--- src/rtl/alu_serial_sequencer.sv ---
// Bit-serial sequencer around a 1-bit combinational ALU.
// Takes a WIDTH-bit operand pair plus a 3-bit op code in one cycle. Presents
// the operands to the ALU one bit per clock, LSB first. Reassembles the F bits
// into a WIDTH-bit result and signals completion with a one-cycle done pulse.
module alu_serial_sequencer #(
  parameter int WIDTH = 8
) (
  input  logic             clk,
  input  logic             rst,
  input  logic             start,
  input  logic             op_m,
  input  logic             op_s1,
  input  logic             op_s0,
  input  logic [WIDTH-1:0] a_in,
  input  logic [WIDTH-1:0] b_in,
  output logic             busy,
  output logic             done,
  output logic [WIDTH-1:0] result,
  output logic             alu_m,
  output logic             alu_s1,
  output logic             alu_s0,
  output logic             alu_a,
  output logic             alu_b,
  input  logic             alu_f
);

  localparam int IDX_W = $clog2(WIDTH);
  localparam logic [IDX_W-1:0] LAST = IDX_W'(WIDTH - 1);

  typedef enum logic [1:0] {
    IDLE = 2'd0,
    RUN  = 2'd1,
    DONE = 2'd2
  } state_t;

  state_t           state;
  logic [WIDTH-1:0] a_sh;
  logic [WIDTH-1:0] b_sh;
  // Only the WIDTH-1 bits captured before the final one need storing; the
  // last F bit is merged directly into result on the completion edge.
  logic [WIDTH-2:0] r_sh;
  logic [2:0]       op_reg;
  logic [IDX_W-1:0] idx;

  // Control FSM plus operand/result shift registers, all updated together
  always_ff @(posedge clk) begin
    if (rst) begin
      state  <= IDLE;
      a_sh   <= '0;
      b_sh   <= '0;
      r_sh   <= '0;
      op_reg <= '0;
      idx    <= '0;
      result <= '0;
    end else begin
      case (state)
        IDLE, DONE: begin
          if (start) begin
            a_sh   <= a_in;
            b_sh   <= b_in;
            op_reg <= {op_m, op_s1, op_s0};
            idx    <= '0;
            state  <= RUN;
          end else begin
            state  <= IDLE;
          end
        end
        RUN: begin
          r_sh <= (WIDTH-1)'({alu_f, r_sh} >> 1);
          a_sh <= a_sh >> 1;
          b_sh <= b_sh >> 1;
          idx  <= idx + 1'b1;
          if (idx == LAST) begin
            result <= {alu_f, r_sh};
            state  <= DONE;
          end
        end
        default: state <= IDLE;
      endcase
    end
  end

  assign busy = (state == RUN);
  assign done = (state == DONE);

  assign {alu_m, alu_s1, alu_s0} = op_reg;
  assign alu_a = busy & a_sh[0];
  assign alu_b = busy & b_sh[0];

endmodule
--- config.mk ---
export PLATFORM = sky130hd
export DESIGN_NAME = alu_serial_sequencer
export DESIGN_NICKNAME = d
export VERILOG_FILES = /design/src/rtl/alu_serial_sequencer.sv
export SDC_FILE = /design/constraint.sdc
export NUM_CORES = 1
export LEC_CHECK = 0
export ABC_CLOCK_PERIOD_IN_PS = 2600
export BUFFER_PORTS_ARGS = -buffer_cell sky130_fd_sc_hd__buf_2
export CAP_MARGIN = 10
export CORE_MARGIN = 3
export CORE_UTILIZATION = 33
export CTS_CLUSTER_SIZE = 28
export DETAILED_ROUTE_END_ITERATION = 7
export PLACE_DENSITY = 0.53
export SLEW_MARGIN = 20
export SYNTH_ARGS = -nofsm -noshare
export SYNTH_HDL_FRONTEND = slang
export SYNTH_SLANG_ARGS = --single-unit
--- constraint.sdc ---
create_clock -name clk -period 2.6 [get_ports clk]
set_input_delay 0.26 -clock clk [delete_from_list [all_inputs] [get_ports clk]]
set_output_delay 0.26 -clock clk [all_outputs]
set_load 0.05 [all_outputs]
# [Word-level counts from Yosys, hierarchy flattened]
# Index checks and enable logic that the tools add are counted.
[word_totals] word_cells=30 reg_bits=39 out_inout_bits=15 in_bits=23
[classes] muxes=9 n_reduce_logical=6 n_eq_ne=5 add_sub_neg=1 bitwise=2
[op_table] op="$pmux W8 S2" count=2
[op_table] op="$mux W8" count=2
[op_table] op="$pmux W3 S2" count=1
[op_table] op="$reduce_and A2 Y1" count=3
[op_table] op="$pmux W2 S2" count=1
[op_table] op="$add A3 B1 Y3 const B" count=1
[op_table] op="$eq A3 B3 Y1 const B" count=1
[op_table] op="$mux W3" count=1
[op_table] op="$and A1 B1 Y1" count=2
[op_table] op="$eq A2 B1 Y1 const B" count=1
[op_table] op="$eq A2 B2 Y1 const B" count=1
[op_table] op="$logic_not A2 Y1" count=1
[op_table] op="$mux W2" count=1
[op_table] op="$ne A2 B1 Y1 const B" count=1
[op_table] op="$ne A2 B2 Y1 const B" count=1
[op_table] op="$reduce_bool A2 Y1" count=1
[op_table] op="$reduce_or A2 Y1" count=1
[op_table] op="$mux W1" count=1

# [Depth between registers and ports, before layout]
[depth] depth_word=4 mapped_depth=6 depth_no_buf=5

# [Least setup slack after synthesis]
# No wires, ideal clock.
[synth_timing] path_type="register to output" start="register state[1]" end="output port alu_a" setup_slack_ns=0.943 required_ns=2.340 stages_incl_launch_ff=6 n_path_buf=2 arrival_ns=1.397 path_cell_list="dfxtp_1 > nand2b_1 > buf_2 > inv_2 > buf_2 > and2_1"
[synth_via] elab_chain_len=2
[synth_rtl] element="start, declared" line_no="36" source="state_t state;"
[synth_rtl] element="start signal, assigned" line_no="48" source="state <= IDLE;"
[synth_rtl] element="start signal, assigned" line_no="63" source="state <= RUN;"
[synth_rtl] element="start signal, assigned" line_no="65" source="state <= IDLE;"
[synth_rtl] element="$eq A2 B1 Y1" line_no="83" source="assign busy = (state == RUN);"
[synth_rtl] element="net busy" line_no="16" source="output logic busy,"
[synth_rtl] element="$and A1 B1 Y1" line_no="87" source="assign alu_a = busy & a_sh[0];"
[synth_rtl] element="end, declared" line_no="22" source="output logic alu_a,"
# The timed path passes the listed nets, and every way through them passes these cells.

# [Worst setup path in the final report]
[layout_timing] start="register state[0]" end="output port alu_a"
[layout_via] elab_chain_len=2
[layout_rtl] element="$eq A2 B1 Y1" line_no="83"
[layout_rtl] element="$and A1 B1 Y1" line_no="87"
# No other way between the ends.

==> flow_summary.toml <==
[outcome]
status = "completed"

[sta]
final_max_slew_viol_count = 0
finalCritPeriodShare_pct = 66.7
slew_headroom_pct = 52.0
min_period_ns = 1.73
setup_viol = 0
rsz0062_at_grt = "false"
finalHoldViolations = 0
setup_slack_ns = 0.866
fmax_ghz = 0.577
fin_setup_tns_ns = 0
fin_skew_ns = 0.00409
max_slew.worst_pin.slew_ns = 0.719

[drt]
avgRoutedWirePerCell_um = 11.7
final_antenna_net_count = 0
drt_wl_total_um = 3250
drc = 0
first_pass_iters = 4
viasPerCell = 4.86
vias = 1345
drtIter0Drc = 70

[synthesis]
netlist-cell-type-count = 16
synth_top_family_by_area = "simple AND/OR/NAND/NOR gates"
synthSimpleGateAreaFrac_pct = 26.1
synth-compound-area-share_pct = 15.9
synth_top_cell_by_area = "dfxtp_1"
synth.top_cells.by_area = "dfxtp_1, nand2_1, a311oi_1"
avgSynthCellArea_um2 = 7.98
synthAdderAreaFrac_pct = 1.62
netlist_area_um2 = 1540
synth_seq_cells = 39
yosys.area_share.xor_xnor_pct = 0
postSynthCellCount = 193
synthMuxAreaShare_pct = 0
syn-num-nets = 218
synth_top_area_share_pct = 50.7
yosys_warnings = 0
yosysSeqAreaShare_pct = 50.7

[placement]
post-place-ws_ns = 0.999
gp_congestion = 0.693
dp_cells = 269
dp_hpwl_um = 2080
io_buffers = 37
post_dp_cell_area_um2 = 1730

[global_routing]
grt_use_total_pct = 13.1
grt_overflow = 0
grt_first_pass_wirelength_um = 5580
grt_max_degree = 42
grt_pass1_vias = 1248
antenna_found_initial = 0

[power]
power_leakage_uw = 0.000755
cellPowerDensity_nw_per_um2 = 672
ir_worst_vdd_mv = 0.338

[clock_network]
cts_root_buf = "clkbuf_8"
path_clk_slew_ns = 0.07
cts.path.max_buffers = 2
numCtsBuffers = 5
cts_sinks = 39
clk_latency_ns = 0.29
cts_tree = "yes"
postCtsSetupRepairBufs = 0
cts_max_level = 2
post_cts_resized = 0
postCtsHoldBufs = 0

[finish]
final_area_um2 = 1830
reg_top3 = "a_sh (8), b_sh (8), result (8)"
nets = 249
final_cells = 277
multi_input_area_um2 = 672
layout_commonest_cell = "nand2_1"
drive_above_1_share_pct = 21.3
area_delta_synth_final_pct = 18.8
seq_area_um2 = 781
antenna_cells = 0
fill_cells = 493
post-route-util_pct = 41.2
layout_common_cells = "nand2_1, dfxtp_1, buf_2"

[floorplanning]
rows = 24
die_h_um = 74.3
io_pins = 38
dieArea_um2 = 5520
die-width_um = 74.3
start_util_pct = 34.7
core_um2 = 4440

[hold_path]
hold_class = "in2reg"

[critical_path]
crit_path_max_incr_delay_ns = 0.39
cp_cell_sequence = "nand2b_1 > inv_2 > and2_1 > buf_2"
cp_max_fo = 21
cp_slowest_cell = "dfxtp_1"
worstSetupPathType = "reg2out"
cp.required_ns = 2.34
end_kind = "primary output"
arrival_ns = 1.47
startpoint_type = "flip-flop"

[flow_run]
maxCapViolations = 0
metal layers:
layer | global-route usage (%) | vias to the layer above | wire (um)
met3 | 3.78 | 8 | 163
met2 | 19.4 | 28 | 1420
met1 | 17.8 | 600 | 1610
li1 | - | 709 | -
met5 | 0 | - | 0
met4 | 5.93 | 0 | 61
power breakdown:
group / total, uW / internal (uW) / switching [uW]
sequential: 643 / 628 / 15.2
combinational: 143 / 48.3 / 94.5
clock: 444 / 242 / 202
total: 1230 / 918 / 311
layout make-up:
cell class | count | area share [%]
Sequential cell | 39 | 42.7
Multi-Input combinational cell | 137 | 36.7
Timing Repair Buffer | 40 | 11.4
Clock buffer | 8 | 5.47
Tap cell | 52 | 3.56
Inverter | 1 | 0.205
worst paths after layout:
kind                           from                endpoint  slack [ns]  depth (start not counted)
min                           op_s1  op_reg[1]$_SDFFE_PP0P_        0.21                          3
min reg2reg  result[7]$_SDFFE_PP0P_  result[7]$_SDFFE_PP0P_        0.45                          2
max reg2reg     idx[0]$_SDFFE_PP0P_  result[6]$_SDFFE_PP0P_        1.01                          5
max           state[0]$_SDFFE_PP0P_                   alu_a        0.87                          4
synth_stat cells (all sizes together):
cell / number
nand2: 60
dfxtp: 39
a21oi: 23
nor2: 16
a311oi: 14
nand3: 13
buf: 11
clkbuf: 5
nand2b: 3
and2: 2
ha: 2
nor2b: 2
inv: 1
nand3b: 1
o21a: 1
cell families (layout without fill, tap and decap cells):
family	Yosys count	after routing
AO/OA/AOI/OAI	38	38
adder cells (fa/ha/maj)	2	2
buffers and inverters	17	49
flip-flops	39	39
AND/OR/NAND/NOR	97	97
critical path, delay by kind of cell (launching register included):
family | cells | cell delay (ns)
buffers and inverters | 2 | 0.52
DFF | 1 | 0.39
and+or+nand+nor | 2 | 0.27
stage by stage:
step | hold WS (ns) | total power, uW
final | 0.207 | 1230
after global routing | 0.210 | 1290
after CTS | 0.197 | 1250
after detailed placement | 0.446 | 802
after global placement | 0.440 | 801
after floorplan | 0.396 | 765
Power figures use the tool's default switching activity.
